===== src/rtl/universal_shift_register.sv =====
// universal_shift_register: WIDTH-bit clocked register with load, shift, rotate and up-count modes
// Ports:
//   clk        rising-edge clock
//   rst        synchronous active-high reset (q = RESET_VAL, flags cleared)
//   en         operation enable; when low q and serial-out flags hold, carry clears
//   mode       000 hold, 001 load, 010 shl, 011 shr, 100 rotl, 101 rotr, 110 ashr, 111 inc
//   d          parallel load data
//   ser_l      serial input entering bit 0 on shl
//   ser_r      serial input entering the MSB on shr
//   q          registered contents
//   q_not      bitwise complement of q
//   ser_out_l  bit last shifted out of the MSB by shl/rotl
//   ser_out_r  bit last shifted out of the LSB by shr/rotr/ashr
//   carry      one-cycle pulse when inc wraps from all-ones to zero
//   zero       high when q is zero
module universal_shift_register #(
    parameter int          WIDTH     = 8,
    parameter logic [31:0] RESET_VAL = 32'd0
) (
    input  logic             clk,
    input  logic             rst,
    input  logic             en,
    input  logic [2:0]       mode,
    input  logic [WIDTH-1:0] d,
    input  logic             ser_l,
    input  logic             ser_r,
    output logic [WIDTH-1:0] q,
    output logic [WIDTH-1:0] q_not,
    output logic             ser_out_l,
    output logic             ser_out_r,
    output logic             carry,
    output logic             zero
);
    logic [WIDTH-1:0] q_nxt;
    logic             sol_nxt;
    logic             sor_nxt;
    logic             carry_nxt;

    // Unlisted (including undefined) mode values fall to the default and hold.
    always_comb begin
        q_nxt     = q;
        sol_nxt   = ser_out_l;
        sor_nxt   = ser_out_r;
        carry_nxt = 1'b0;
        if (en) begin
            case (mode)
                3'b001: q_nxt = d;
                3'b010: begin
                    q_nxt   = {q[WIDTH-2:0], ser_l};
                    sol_nxt = q[WIDTH-1];
                end
                3'b011: begin
                    q_nxt   = {ser_r, q[WIDTH-1:1]};
                    sor_nxt = q[0];
                end
                3'b100: begin
                    q_nxt   = {q[WIDTH-2:0], q[WIDTH-1]};
                    sol_nxt = q[WIDTH-1];
                end
                3'b101: begin
                    q_nxt   = {q[0], q[WIDTH-1:1]};
                    sor_nxt = q[0];
                end
                3'b110: begin
                    q_nxt   = {q[WIDTH-1], q[WIDTH-1:1]};
                    sor_nxt = q[0];
                end
                3'b111: begin
                    q_nxt     = q + WIDTH'(1);
                    carry_nxt = &q;
                end
                default: ;
            endcase
        end
    end

    always_ff @(posedge clk) begin
        if (rst) begin
            q         <= RESET_VAL[WIDTH-1:0];
            ser_out_l <= 1'b0;
            ser_out_r <= 1'b0;
            carry     <= 1'b0;
        end else begin
            q         <= q_nxt;
            ser_out_l <= sol_nxt;
            ser_out_r <= sor_nxt;
            carry     <= carry_nxt;
        end
    end

    assign q_not = ~q;
    assign zero  = (q == '0);
endmodule


===== config.mk =====
export PLATFORM = sky130hd
export DESIGN_NAME = universal_shift_register
export DESIGN_NICKNAME = d
export VERILOG_FILES = /design/src/rtl/universal_shift_register.sv
export SDC_FILE = /design/constraint.sdc
export NUM_CORES = 1
export LEC_CHECK = 0
export ABC_CLOCK_PERIOD_IN_PS = 1600
export BUFFER_PORTS_ARGS = -buffer_cell sky130_fd_sc_hd__buf_2
export CAP_MARGIN = 10
export CELL_PAD_IN_SITES_DETAIL_PLACEMENT = 0
export CELL_PAD_IN_SITES_GLOBAL_PLACEMENT = 2
export CORE_AREA = 5 5 72 74
export DETAILED_ROUTE_END_ITERATION = 8
export DIE_AREA = 0 0 77 79
export HOLD_SLACK_MARGIN = 0.06
export PLACE_DENSITY = 0.76
export REMOVE_ABC_BUFFERS = 1
export SETUP_SLACK_MARGIN = 0.05
export SYNTH_ARGS = -nofsm -noshare
export SYNTH_HDL_FRONTEND = slang
export SYNTH_SLANG_ARGS = --single-unit
export TNS_END_PERCENT = 20

===== constraint.sdc =====
create_clock -name clk -period 1.6 [get_ports clk]
set_input_delay 0.24 -clock clk [delete_from_list [all_inputs] [get_ports clk]]
set_output_delay 0.24 -clock clk [all_outputs]
set_load 0.005 [all_outputs]

==> impl_metrics.toml <==
[place]
portBuffers = 35
detailedPlacementHpwl_mm = 2.64
dpl-instance-area_um2 = 1310
place_inst = 228
place_congestion = 0.805

[clock_network]
cts_root_buffer = "clkbuf_8"
cts_hold_buffers = 0
cts_inserted_buffers = 3
path_clk_slew_ps = 50
htree_num_levels = 1
worstSkewPairLatency_ps = 240
clock-sinks = 11
clockBufferDepth = 2
tritoncts = "yes"

[timing]
fin_worst_skew_ps = 8.74
period_minus_slack_ps = 1600
rsz0062_at_grt = "true"
fin_hold_ws_ps = 276
fmax_ghz = 0.626
slew_violations = 0
setup_viol = 0
tightestPinTransition_ps = 465
slew_headroom_pct = 68.7
finalCritPeriodShare_pct = 99.8
final_hold_viol_count = 0
fin_tns_setup_ps = 0

[cells_and_area]
seq_area_um2 = 226
multi_input_area_um2 = 716
fill_cells = 495
nets = 205
layout_common_cells = "buf_2 (34), buf_4 (17), nand2_1 (15)"
final_common_cell = "buf_2"
n_antenna_cell = 0
stdcell_count = 238
layout-drive-gt1-share_pct = 42.4
fin_area_um2 = 1470
syn_to_final_growth_pct = 49.0

[logic_synthesis]
synth_top_area_cell = "dfxtp_1"
ys_async_sr_fraction_pct = 0
seq_area_frac_synth_pct = 22.3
synth_top_family_by_area = "compound AO/OA/AOI/OAI gates"
synthAdderAreaFrac_pct = 5.06
synth_mux_area_share_pct = 3.04
yosysWarnings = 0
synth_cell_type_count = 42
post_synth_and_or_nand_nor_area_fraction_pct = 27.1
syn_inst = 132
ys_ff_latch = 11
synth_area_leaders = "dfxtp_1 (22%), nand2_1 (5.7%), ha_1 (5.1%)"
postSynthAreaPerCell_um2 = 7.49
synth_compound_area_share_pct = 28.5
synth_edf_count = 0
synth_xor_area_share_pct = 4.30
syn-cell-area_um2 = 988
yosysTopAreaCellShare_pct = 22.3
synth_flop_cell = "dfxtp_1"

[power]
p_per_area_nw_per_um2 = 599
finalPower_uw = 883
p_leak_nw = 0.606
ir_drop_uv = 207

[status]
status = "completed"

[die]
start_util_pct = 21.8
die_w_um = 77
dieArea_um2 = 6080
core_area_um2 = 4540
rows = 25
die_y_um = 79
io_pins = 36

[global_route]
grt.total_usage_pct = 11.1
grt_overflow = 0
antenna_found_initial = 0
grt_max_degree = 12
grt_pass1_vias = 1137
grt_pass1_wl_mm = 5.48

[detailed_routing]
vias = 1187
routed_wl_mm = 3.44
drc_errors = 0
drt_iter0_drc = 89
wl_per_cell_um = 14.4
firstDrtPassIters = 4
viasPerCell = 4.99
final_antenna_net_count = 0

[run]
drv_cap = 0

[critical_path]
critical_path.startpoint_type = "register"
critical_path.cell_chain = "buf_6, inv_4, ha_4, nand4_1, nor4_2, buf_2"
arrival_ps = 1360
required_ps = 1360
critical_path.top_delay_family = "simple AND/OR/NAND/NOR gates"
end_kind = "primary output"
crit_buf_inv = 3
slowest_stage = "dfxtp_2"
slowest_delay_ps = 320
worstSetupPathType = "reg -> out"
cp_max_fo = 2

[worst_hold_path]
hp-class = "in -> reg"
-- repair_timing --
item                       CTS  global route
setup endpoints to repair    1             4
pin swaps                    0             2
setup buffers                0             6
resized for setup            4            17
-- stage by stage --
step | util (%) | setup slack, ps
2_1_floorplan | - | 64.5
3_3_place_gp | 28.8 | 13.9
3_5_place_dp | 28.8 | -40.5
4_1_cts | 30.0 | -15.4
5_1_grt | 32.5 | -38.9
6_report | 32.5 | 2.93
-- kinds of logic (layout without fill, tap and decap cells) --
logic type / count (synthesis) / after routing
AND/OR/NAND/NOR: 49 / 49
AO/OA/AOI/OAI: 41 / 41
buffers and inverters: 20 / 72
flip-flops: 11 / 11
adder cells (fa/ha/maj): 4 / 4
XOR/XNOR: 4 / 4
multiplexers: 3 / 3
-- registers in the layout, summed over array words and instances, names as in the netlist --
signal	cells
carry	1
q	8
ser_out_l	1
ser_out_r	1
-- metal layers --
metal	global-route usage, %	up-vias	wire (um)
met5	0	-	0
li1	-	585	-
met4	4.64	0	51
met1	14.7	567	1550
met3	2.04	6	168
met2	17.5	29	1670
-- path summary, 6_finish.rpt --
path                          start                     end  slack, ps  depth (start not counted)
min reg2reg  ser_out_l$_SDFFE_PP0P_  ser_out_l$_SDFFE_PP0P_        460                          2
max               q[0]$_SDFFE_PP0P_                    zero          3                          6
max reg2reg       q[0]$_SDFFE_PP0P_       q[6]$_SDFFE_PP0P_        100                          6
min                            d[2]       q[2]$_SDFFE_PP0P_        280                          3
-- cell type report --
cell class              count  area share, %
multi-input cells         101           48.6
flip-flops and latches     11           15.4
clock buffers               4           3.06
well taps                  54           4.59
inverters                  12           3.40
repair buffers             56           25.0
-- worst min-delay path, cell delays in order --
cell	delay, ps
buf_2	70
o21ai_0	60
o21ai_1	100
-- where the power goes --
part / internal, mW / switching, mW / leakage (nW)
combinational: 0.144 / 0.143 / 0.491
sequential: 0.287 / 0.0208 / 0.0916
clock: 0.175 / 0.112 / 0.0228
total: 0.607 / 0.276 / 0.606
-- synthesized netlist by cell type, drive strengths merged (4+ instances only) --
cell and count:
nand2b 4, nor3 4, o21ai 12, ha 4
a21oi 8, xnor2 4, inv 12, nor2 8
nand3 4, buf 7, nand2 15, dfxtp 11
(Power assumes the default switching activity.)
